===== src/rtl/reg_dump_if.sv =====
// Register-file read port plus the valid/ready byte stream that reg_dump drives.
interface reg_dump_if #(
    parameter int ADDR_W = 2,
    parameter int DATA_W = 8
);
    logic [ADDR_W-1:0] rs_addr;
    logic [DATA_W-1:0] rs_data;
    logic              out_valid;
    logic              out_ready;
    logic [DATA_W-1:0] out_data;
    logic              out_last;

    modport master (
        output rs_addr,
        output out_valid,
        output out_data,
        output out_last,
        input  rs_data,
        input  out_ready
    );

    modport slave (
        input  rs_addr,
        input  out_valid,
        input  out_data,
        input  out_last,
        output rs_data,
        output out_ready
    );
endinterface


===== src/rtl/reg_dump.sv =====
// Streams every register-file entry out as bytes, then appends a modular-sum
// checksum byte flagged with out_last, and pulses done once it is accepted.
module reg_dump #(
    parameter int NUM_REGS = 4,
    parameter int ADDR_W   = 2,
    parameter int DATA_W   = 8
) (
    input  logic          clk,
    input  logic          reset,
    input  logic          start,
    output logic          busy,
    output logic          done,
    reg_dump_if.master    bus
);
    typedef enum logic [2:0] {
        S_IDLE,
        S_READ,
        S_SEND,
        S_CSUM,
        S_DONE
    } state_t;

    localparam logic [ADDR_W-1:0] LAST_IDX = ADDR_W'(NUM_REGS - 1);

    state_t            r_state, w_nextState;
    logic [ADDR_W-1:0] r_idx, w_nextIdx;
    logic [DATA_W-1:0] r_sum, w_nextSum;
    logic [DATA_W-1:0] r_outData, w_nextOutData;
    logic              r_outValid, w_nextOutValid;
    logic              r_outLast, w_nextOutLast;
    logic              w_handshake;

    assign w_handshake = r_outValid && bus.out_ready;

    always_ff @(posedge clk) begin
        if (reset) begin
            r_state    <= S_IDLE;
            r_idx      <= '0;
            r_sum      <= '0;
            r_outData  <= '0;
            r_outValid <= 1'b0;
            r_outLast  <= 1'b0;
        end else begin
            r_state    <= w_nextState;
            r_idx      <= w_nextIdx;
            r_sum      <= w_nextSum;
            r_outData  <= w_nextOutData;
            r_outValid <= w_nextOutValid;
            r_outLast  <= w_nextOutLast;
        end
    end

    // Stream outputs only move on a handshake, so a stalled byte stays put.
    always_comb begin
        w_nextState    = r_state;
        w_nextIdx      = r_idx;
        w_nextSum      = r_sum;
        w_nextOutData  = r_outData;
        w_nextOutValid = r_outValid;
        w_nextOutLast  = r_outLast;
        case (r_state)
            S_IDLE: begin
                if (start) begin
                    w_nextState = S_READ;
                    w_nextIdx   = '0;
                    w_nextSum   = '0;
                end
            end
            S_READ: begin
                w_nextOutData  = bus.rs_data;
                w_nextSum      = r_sum + bus.rs_data;
                w_nextOutValid = 1'b1;
                w_nextState    = S_SEND;
            end
            S_SEND: begin
                if (w_handshake) begin
                    if (r_idx == LAST_IDX) begin
                        w_nextOutData = r_sum;
                        w_nextOutLast = 1'b1;
                        w_nextState   = S_CSUM;
                    end else begin
                        w_nextIdx      = r_idx + ADDR_W'(1);
                        w_nextOutValid = 1'b0;
                        w_nextState    = S_READ;
                    end
                end
            end
            S_CSUM: begin
                if (w_handshake) begin
                    w_nextOutValid = 1'b0;
                    w_nextOutLast  = 1'b0;
                    w_nextState    = S_DONE;
                end
            end
            S_DONE: begin
                w_nextState = S_IDLE;
            end
            default: begin
                w_nextState = S_IDLE;
            end
        endcase
    end

    assign bus.rs_addr   = (r_state == S_READ || r_state == S_SEND) ? r_idx : '0;
    assign bus.out_valid = r_outValid;
    assign bus.out_data  = r_outData;
    assign bus.out_last  = r_outLast;
    assign busy          = (r_state == S_READ) || (r_state == S_SEND) || (r_state == S_CSUM);
    assign done          = (r_state == S_DONE);
endmodule


===== src/flat_wrapper.sv =====
// flat-port wrapper written by rule: the top's interface ports become plain ports
module reg_dump_flat 
#(
    parameter int NUM_REGS = 4,
    parameter int ADDR_W   = 2,
    parameter int DATA_W   = 8
)
  (clk, reset, start, busy, done, bus_rs_addr, bus_out_valid, bus_out_data, bus_out_last, bus_rs_data, bus_out_ready);
  reg_dump_if #(.ADDR_W(ADDR_W), .DATA_W(DATA_W)) bus_i ();
  input  logic clk;
  input  logic reset;
  input  logic start;
  output logic busy;
  output logic done;
  output wire logic [$bits(bus_i.rs_addr)-1:0] bus_rs_addr;
  output wire logic [$bits(bus_i.out_valid)-1:0] bus_out_valid;
  output wire logic [$bits(bus_i.out_data)-1:0] bus_out_data;
  output wire logic [$bits(bus_i.out_last)-1:0] bus_out_last;
  input wire logic [$bits(bus_i.rs_data)-1:0] bus_rs_data;
  input wire logic [$bits(bus_i.out_ready)-1:0] bus_out_ready;
  assign bus_rs_addr = bus_i.rs_addr;
  assign bus_out_valid = bus_i.out_valid;
  assign bus_out_data = bus_i.out_data;
  assign bus_out_last = bus_i.out_last;
  assign bus_i.rs_data = bus_rs_data;
  assign bus_i.out_ready = bus_out_ready;
  reg_dump #(.NUM_REGS(NUM_REGS), .ADDR_W(ADDR_W), .DATA_W(DATA_W)) u_core (.clk(clk), .reset(reset), .start(start), .busy(busy), .done(done), .bus(bus_i));
endmodule

===== config.mk =====
export PLATFORM = sky130hd
export DESIGN_NAME = reg_dump_flat
export DESIGN_NICKNAME = d
export VERILOG_FILES = /design/src/rtl/reg_dump_if.sv /design/src/rtl/reg_dump.sv /design/src/flat_wrapper.sv
export SDC_FILE = /design/constraint.sdc
export NUM_CORES = 1
export LEC_CHECK = 0
export BUFFER_PORTS_ARGS = -buffer_cell sky130_fd_sc_hd__buf_2
export CAP_MARGIN = 20
export CORE_ASPECT_RATIO = 0.9
export CORE_MARGIN = 2
export CORE_UTILIZATION = 38
export DETAILED_ROUTE_END_ITERATION = 12
export GPL_TIMING_DRIVEN = 0
export PLACE_DENSITY = 0.6
export SETUP_SLACK_MARGIN = 0.15
export SLEW_MARGIN = 20
export SYNTH_ARGS = -nofsm -noshare
export SYNTH_HDL_FRONTEND = slang
export SYNTH_SLANG_ARGS = --single-unit

===== constraint.sdc =====
create_clock -name clk -period 3.3 [get_ports clk]
set_input_delay 0.165 -clock clk [delete_from_list [all_inputs] [get_ports clk]]
set_output_delay 0.165 -clock clk [all_outputs]
set_load 0.02 [all_outputs]

Word level (Yosys, flattened, before mapping). Index checks and enable logic that the tools add are counted.

Register bits after elaboration: 23. Bits in latches: 0. Memory bits (writable): 0. Bits in read-only memories: 0. Input port bits: 12. Output and inout bits: 14. Word-level logic and storage cells: 55. Memories kept: 0.

Add/subtract/negate cells: 2. $mul: 0. Divide/modulo/power cells: 0. Magnitude comparators: 0. Equality and inequality tests: 10. Shift-type cells: 0. Multiplexer cells: 22. Bitwise operators: 0. Reductions and logical operators: 15.

Operator list (number): $pmux 8 s2 (2); $mux 8 (3); $pmux 3 s4 (1); $reduce_and 4->1 (3); $mux 2 (5); $mux 3 (3); $add 8x8->8 (1); $reduce_bool 2->1 (4); $eq 3x2->1 const B (2); $ne 2x1->1 const B (3); $reduce_and 3->1 (2); $mux 1 (5); $ne 2x2->1 const B (2); $pmux 2 s2 (1); $eq 3x1->1 const B (1); $eq 3x3->1 const B (1); $logic_not 3->1 (1); $pmux 1 s3 (1); $reduce_bool 3->1 (1); $add 2x1->2 const B (1); $eq 2x2->1 const B (1); $logic_or 1x1->1 (2); $pmux 1 s2 (1); $reduce_and 2->1 (1); $logic_and 1x1->1 (1).

Longest topological paths before layout. Gate-level depths: netlist of the first run.

Depth in word-level cells: 4. Depth in mapped cells: 7. Mapped depth without buffers: 7.

Least setup slack after synthesis of the first run. No wires, ideal clock.

Kind: flip-flop to flip-flop. From: register u_core.r_sum[0]. To: register u_core.r_sum[6]. Setup time: 0.122 ns. Data arrival time: 1.529 ns. Data required time: 3.178 ns. Slack: 1.649 ns. Cell stages (with the launch flop): 8. Path buffers: 0. Clock period less this slack: 1.651 ns. Cell sequence: dfxtp_1 > ha_1 > fa_1 > a21oi_1 > o21ai_0 > a21oi_1 > xor2_1 > o21ai_0.

Longest elaborated chain between the ends: 2.

Ends and longest elaborated chain: start, declared (line reg_dump.sv:27) `logic [DATA_W-1:0] r_sum, w_nextSum;`; start signal, assigned (line reg_dump.sv:46) `r_sum <= w_nextSum;`; $add 8x8->8 (line reg_dump.sv:71) `w_nextSum = r_sum + bus.rs_data;`; $pmux 8 s2 (line reg_dump.sv:61) `case (r_state)`.

Every way passes these cells. A chain may end at the register's enable or synchronous reset.

Final worst setup path of the first run.
From: register u_core.r_state[1]. To: output bus_rs_addr[0].

Longest elaborated chain between the ends: 3. Elaborated cells between the ends (all ways): 4. Classes of those cells: eq/ne: 2; mux: 1; reduce/logical: 1.

Ends and longest elaborated chain: start, declared (line reg_dump.sv:25) `state_t r_state, w_nextState;`; start signal, assigned (line reg_dump.sv:44) `r_state <= w_nextState;`; $eq 3x1->1 / $eq 3x2->1 (equally long branches) (line reg_dump.sv:104) `assign bus.rs_addr = (r_state == S_READ || r_state == S_SEND) ? r_idx : '0;`; $logic_or 1x1->1 * (line reg_dump.sv:104); $mux 2 * (line reg_dump.sv:104); end, declared (line flat_wrapper.sv:15) `output wire logic [$bits(bus_i.rs_addr)-1:0] bus_rs_addr;`.

Every way passes the cells marked *; elsewhere a longest branch is shown, timed or not.

==> key figures, run 1 <==
Critical path
  • R2R Path Start: u_core.r_sum[0]$_SDFFE_PP0P_
  • R2R depth: 7
  • Max incr delay on CP: 360 ps
  • Largest fanout on the critical path: 10
  • Critical Path, Cell by Cell: buf_4, nor3b_4, buf_4, nor2_1, nor2b_1, buf_2
  • Crit Path Class: reg2out
  • Crit Reg-Reg Endpoint: u_core.r_sum[6]$_SDFFE_PP0P_
  • Cell family with most CP delay: buffers and inverters
  • CP bufs+invs: 3
  • Crit path top cell by count: buf_4
  • Setup crit start kind: flip-flop
  • CP required: 3130 ps
  • Worst EP arrival: 1730 ps
  • Reg2Reg Setup Slack: 1470 ps
  • CP Capture Type: output pin
  • Slowest library cell on the worst path: dfxtp_1

Global route
  • Grt total ovfl: 0
  • Number of global-route vias before repair: 1059
  • Global router's overall resource usage: 0.1546
  • Initial antenna violation count: 0
  • First-pass GRT wire length: 4705 um
  • Largest net degree at the start of global routing: 13

Synthesis
  • Post-Syn Area per Cell: 8.980 sq um
  • Seq/Total Area, Yosys: 0.3488
  • Synth top area cells: dfxtp_1 (35%), ha_1 (7.6%), mux2i_1 (6.8%)
  • Yosys top cell area share: 0.3488
  • Post-synthesis register bit count: 23
  • Synth unique cells: 37
  • Synthesized area: 1320 sq um
  • Post-synth top area cell: dfxtp_1
  • Syn nets: 168
  • Yosys warning count: 0
  • Cells after Synth: 147

Cells and area
  • Most common cell after layout, fill and taps aside: buf_2
  • Diodes inserted: 0
  • Fraction of layout cells with a size suffix above 1: 0.2216
  • Final instance area: 1545 sq um
  • Final net count: 198
  • Most frequent cells in the layout: buf_2 (26), dfxtp_1 (23), nor2_1 (20)
  • Area Growth Syn to Fin: 17.06%

Place
  • IO buf count: 25
  • RePlAce Congestion: 0.7352
  • HPWL after DPL: 2156 um
  • Placed instance area: 1500 sq um

Clock tree
  • Root buffer cell: clkbuf_8
  • Htree depth: 1
  • Resized cells post-CTS: 0
  • CTS tree: yes
  • Sink Count: 23
  • Skew-Pair Late Insertion Delay: 260 ps
  • Deepest clock path buffer count: 2
  • Clock slew seen by the registers of the worst setup and hold paths: 90 ps
  • Hold-fix buffers, CTS: 0
  • Post-CTS Setup Bufs: 0
  • Num CTS Buffers: 3

Route
  • ANT nets after route: 0
  • DRC: 0
  • Vias per cell: 5.173
  • DRT Wirelength: 2780 um
  • Pre-antenna DRT Iters: 4
  • Via count: 1138
  • Iteration-0 DRC Markers: 27
  • Avg WL per Cell: 12.64 um

Timing
  • Least-Margin Pin Slew: 591.0 ps
  • Worst Clk Skew: 6.047 ps
  • Worst hold slack: 270.2 ps
  • Final Setup Violations: 0
  • Fin crit period: 1900 ps
  • Max-slew violations: 0
  • Aggregate negative setup slack: 0 ps
  • Unrepaired setup endpoints after global routing: no
  • Period utilisation layout: 0.5757
  • Max_slew headroom: 0.6018
  • Final hold vios: 0
  • F_max: 526.4 MHz

Worst hold path
  • Min-Delay Startpoint: reset
  • Worst hold stages: 4
  • Class of the worst hold path: in2reg
  • Worst Hold Path EP: u_core.r_sum[5]$_SDFFE_PP0P_

Floorplan
  • Core footprint: 3353 sq um
  • Die area: 3962 sq um
  • Initial Utilization: 0.3937
  • Row cnt: 20
  • Die Wd: 66.13 um
  • Die height: 59.92 um
  • I/O pin total: 26

Power and ir drop
  • Part of the power in registers: 0.456
  • Pwr/cell area: 453.3 nW/um^2
  • Leakage power: 0.6577 nW
  • Sw Ratio: 0.3234
  • Internal power: 0.0004739 W
  • Clk pwr share: 0.251
  • Sw Pwr: 0.0002265 W
  • IR drop worst, VDD: 0.2062 mV
  • Comb pwr share: 0.293

Flow run
  • Max-Cap Viols: 0

Status
  • Status: completed
[power groups by stage]
stage	Clock (W)	Sequential, W	Combinational [W]
floorplan	0	0.000341	0.000136
global placement	0	0.000324	0.000203
detailed placement	0	0.000326	0.000207
CTS	0.000181	0.000320	0.000208
global route	0.000192	0.000323	0.000229
finish	0.000176	0.000319	0.000205
[synth_stat cells, drive strengths merged]
cell type,number
o21ai,11
nand2,11
clkbuf,2
a41oi,1
and2,1
mux2i,9
xor2,4
a31oi,1
nor2b,9
o211a,1
nand4,1
nand4b,1
a2111oi,2
xnor2,2
a21oi,9
a22oi,3
o22ai,1
o31a,1
nor3,1
buf,5
nor3b,2
ha,8
o21bai,1
nor2,20
inv,2
and3,3
fa,1
dfxtp,23
nand2b,1
a21o,1
a211oi,9
[routing by layer]
layer  up-vias  GRT usage  routed length, um
met5         -          0                  0
met4         0    0.05248                 19
met3         2    0.02637                 94
met2        14     0.2586               1275
met1       537     0.2028               1391
li1        585          -                  -
[sequential cells by signal, indices dropped and copies added, names as in the netlist]
| register | cells |
|---|---|
| u_core.r_sum | 8 |
| u_core.bus.out_data | 8 |
| u_core.r_idx | 2 |
| u_core.bus.out_valid | 1 |
| u_core.r_state | 3 |
| u_core.bus.out_last | 1 |
[cell type report]
type	count	area, sq um
inverters	2	7.507
repair buffers	25	125.1
multi-input cells	115	805.8
clock buffers	4	45.04
plain buffers	7	46.29
fillers	350	1808
well taps	44	55.05
flip-flops and latches	23	460.4
[metrics by stage]
step,cells,power [W],setup WS (ps),util
2_1_floorplan,147,0.0004776,1649,-
3_3_place_gp,216,0.0005276,1527,0.4474
3_5_place_dp,216,0.0005332,1495,0.4474
4_1_cts,220,0.0007093,1369,0.4608
5_1_grt,220,0.0007446,1228,0.4608
6_report,220,0.0007004,1400,0.4608
[worst min-delay path, delay by kind of cell]
family          cells  cell delay, ps
buf+inv             1             110
simple gates        2             150
compound gates      1              60
[how the worst max path moves through the flow]
stage	slack, ps	to	start	depth (start not counted)
2_1_floorplan	1650	u_core.r_sum[6]$_SDFFE_PP0P_	u_core.r_sum[0]$_SDFFE_PP0P_	7
3_3_place_gp	1530	u_core.r_sum[6]$_SDFFE_PP0P_	u_core.r_sum[0]$_SDFFE_PP0P_	7
3_5_place_dp	1500	u_core.bus.out_data[2]$_SDFFE_PP0P_	u_core.r_state[0]$_SDFFE_PP0P_	7
4_1_cts	1370	bus_rs_addr[0]	u_core.r_state[1]$_SDFFE_PP0P_	6
5_1_grt	1230	bus_rs_addr[0]	u_core.r_state[1]$_SDFFE_PP0P_	6
6_report	1400	bus_rs_addr[0]	u_core.r_state[1]$_SDFFE_PP0P_	6
[logic make-up after synthesis]
group | count (synthesis) | share of synthesized area
simple gates | 50 | 0.1934
compound gates | 41 | 0.2180
flops | 23 | 0.3488
buf+inv | 9 | 0.04076
mux | 9 | 0.06825
fa+ha+maj | 9 | 0.09100
xor+xnor | 6 | 0.03981
No activity file was read; power rests on OpenSTA's default activity.
==> run 2: changes to the inputs <==
--- a/config.mk
+++ b/config.mk
@@ -12,7 +12,7 @@
 export CORE_UTILIZATION = 38
 export DETAILED_ROUTE_END_ITERATION = 12
 export GPL_TIMING_DRIVEN = 0
-export PLACE_DENSITY = 0.6
+export PLACE_DENSITY = 0.62
 export SETUP_SLACK_MARGIN = 0.15
 export SLEW_MARGIN = 20
 export SYNTH_ARGS = -nofsm -noshare
==> constraint.sdc (replaced) <==
create_clock -name clk -period 1.7 [get_ports clk]
set_input_delay 0.085 -clock clk [delete_from_list [all_inputs] [get_ports clk]]
set_output_delay 0.085 -clock clk [all_outputs]
set_load 0.02 [all_outputs]
==> key figures, run 2 (synthesized netlist as in run 1, its figures left out) <==
Status
  • Status: completed

Power and ir drop
  • Overall power: 0.001510 W (+120%)
  • Pwr/cell area: 817.8 nW/um^2 (+80%)
  • Leakage power: 0.7748 nW (+18%)
  • IR drop worst, VDD: 0.4103 mV (+99%)

Timing
  • Worst Clk Skew: 8.165 ps (+2.117 ps)
  • Unrepaired setup endpoints after global routing: yes
  • F_max: 624.0 MHz
  • Max_slew headroom: 0.6332 (+0.03139)
  • Least-Margin Pin Slew: 550.2 ps (-40.84 ps)
  • Final hold vios: 0 (unchanged)
  • Worst hold slack: 157.8 ps (-112.4 ps)
  • Period utilisation layout: 0.9426
  • Final Setup Violations: 0 (unchanged)
  • Max-slew violations: 0 (unchanged)
  • Fin crit period: 1602 ps

Global route
  • Grt total ovfl: 0 (unchanged)
  • First-pass GRT wire length: 5181 um (+10%)
  • Largest net degree at the start of global routing: 14 (+1)
  • Number of global-route vias before repair: 1137 (+7.4%)
  • Global router's overall resource usage: 0.1721 (+0.01748)
  • Initial antenna violation count: 0 (unchanged)

Worst hold path
  • Class of the worst hold path: in2reg
  • Min-Delay Startpoint: reset
  • Worst Hold Path EP: u_core.r_sum[6]$_SDFFE_PP0P_
  • Worst hold stages: 4 (unchanged)

Route
  • ANT nets after route: 0 (unchanged)
  • Iteration-0 DRC Markers: 29 (+7.4%)
  • Via count: 1236 (+8.6%)
  • Pre-antenna DRT Iters: 4 (unchanged)
  • DRT Wirelength: 3231 um (+16%)
  • Avg WL per Cell: 13.52 um (+7.0%)
  • Vias per cell: 5.172 (about the same)
  • DRC: 0 (unchanged)

Place
  • IO buf count: 25 (unchanged)
  • RePlAce Congestion: 0.8544 (+16%)
  • HPWL after DPL: 2104 um (-2.4%)
  • Dpl cells: 216 (unchanged)
  • Placed instance area: 1506 sq um (+0.42%)

Critical path
  • CP Capture Type: flip-flop
  • Critical Path, Cell by Cell: ha_4, fa_2, a21oi_4, nor2b_1, nor2_1, xor2_1, o21ai_0
  • Max incr delay on CP: 370 ps (about the same)
  • Worst EP arrival: 1770 ps (+40 ps)
  • Setup crit start kind: flip-flop
  • Crit Path Class: reg2reg
  • R2R Path Start: u_core.r_sum[0]$_SDFFE_PP0P_
  • Slowest library cell on the worst path: fa_2
  • Crit Reg-Reg Endpoint: u_core.r_sum[4]$_SDFFE_PP0P_
  • R2R depth: 7 (unchanged)
  • CP required: 1860 ps (-1270 ps)
  • Largest fanout on the critical path: 2 (-8)
  • Reg2Reg Setup Slack: 100 ps (-1370 ps)

Flow run
  • Max-Cap Viols: 0 (unchanged)

Cells and area
  • Area Growth Syn to Fin: 39.91%
  • Final net count: 217 (+9.6%)
  • Most common cell after layout, fill and taps aside: buf_2
  • Fraction of layout cells with a size suffix above 1: 0.4051 (+0.1835)
  • Most frequent cells in the layout: buf_2 (23), nor2_1 (18), buf_4 (17)
  • Diodes inserted: 0 (unchanged)
  • Final instance area: 1847 sq um (+20%)
  • Post-Layout Cell Count: 239 (+8.6%)

Clock tree
  • Sink Count: 23 (unchanged)
  • Deepest clock path buffer count: 2 (unchanged)
  • Root buffer cell: clkbuf_8
  • Clock slew seen by the registers of the worst setup and hold paths: 90 ps (about the same)
  • CTS tree: yes
  • Skew-Pair Late Insertion Delay: 270 ps (about the same)
  • Hold-fix buffers, CTS: 0 (unchanged)
  • Num CTS Buffers: 3 (unchanged)
  • Htree depth: 1 (unchanged)

Floorplan
  • Core footprint: 3353 sq um (unchanged)
  • Die area: 3962 sq um (unchanged)
  • Row cnt: 20 (unchanged)
  • I/O pin total: 26 (unchanged)
  • Die height: 59.92 um (unchanged)
  • Initial Utilization: 0.3937 (unchanged)
  • Die Wd: 66.13 um (unchanged)
## run 2: cell type report
cell class | count | area (sq um)
inverter | 2 | 7.507
clock buffer | 3 | 41.29
timing repair buffer | 44 | 287.8
buffer | 7 | 67.56
multi-input combinational | 115 | 904.6
sequential | 23 | 478.0
fill | 302 | 1506
tap | 44 | 55.05
clock inverter | 1 | 5.005
## run 2: power by group
part / switching, W / leakage (nW) / internal [W] / total, W
logic: 0.000276 / 0.557 / 0.000252 / 0.000528
clock network: 0.000192 / 0.0255 / 0.000164 / 0.000356
registers: 0.0000374 / 0.192 / 0.000589 / 0.000627
total: 0.000505 / 0.775 / 0.00101 / 0.00151
## run 2: worst max path at each step
stage               depth (start not counted)                            from  slack, ps                                  end
floorplan                                   7    u_core.r_sum[0]$_SDFFE_PP0P_        150         u_core.r_sum[6]$_SDFFE_PP0P_
global placement                            7  u_core.r_state[0]$_SDFFE_PP0P_       -100  u_core.bus.out_data[3]$_SDFFE_PP0P_
detailed placement                          7  u_core.r_state[0]$_SDFFE_PP0P_       -110  u_core.bus.out_data[2]$_SDFFE_PP0P_
CTS                                         7    u_core.r_sum[0]$_SDFFE_PP0P_         30         u_core.r_sum[6]$_SDFFE_PP0P_
global route                                7    u_core.r_sum[0]$_SDFFE_PP0P_         40         u_core.r_sum[4]$_SDFFE_PP0P_
finish                                      7    u_core.r_sum[0]$_SDFFE_PP0P_        100         u_core.r_sum[4]$_SDFFE_PP0P_
## run 2: repair_timing
item	in CTS	in global routing
resized for setup	17	26
setup endpoints to repair	15	16
buffers inserted	9	9
pin swaps	8	17
cloned	1	0
## run 2: worst max-delay path: cells and delay by family (launching register included)
kind | cells | cell delay, ps
and+or+nand+nor | 2 | 210
AOI/OAI and AO/OA | 2 | 240
xor gates and xnor gates | 1 | 180
adders and majority gates | 2 | 530
DFF | 1 | 340
## run 2: metal layers
layer / vias to the layer above / GRT usage / part of all wire
met5: - / 0 / 0
met4: 0 / 0.06706 / 0.014
met3: 4 / 0.02448 / 0.031
met2: 19 / 0.2886 / 0.49
met1: 591 / 0.2249 / 0.47
li1: 622 / - / -
## run 2: metrics by stage
step	util	setup slack, ps	setup TNS, ps
2_1_floorplan	-	151.0	0
4_1_cts	0.5011	34.44	0
3_3_place_gp	0.4493	-103.9	-264.9
6_report	0.5507	97.52	0
5_1_grt	0.5507	44.14	0
3_5_place_dp	0.4493	-105.5	-251.4
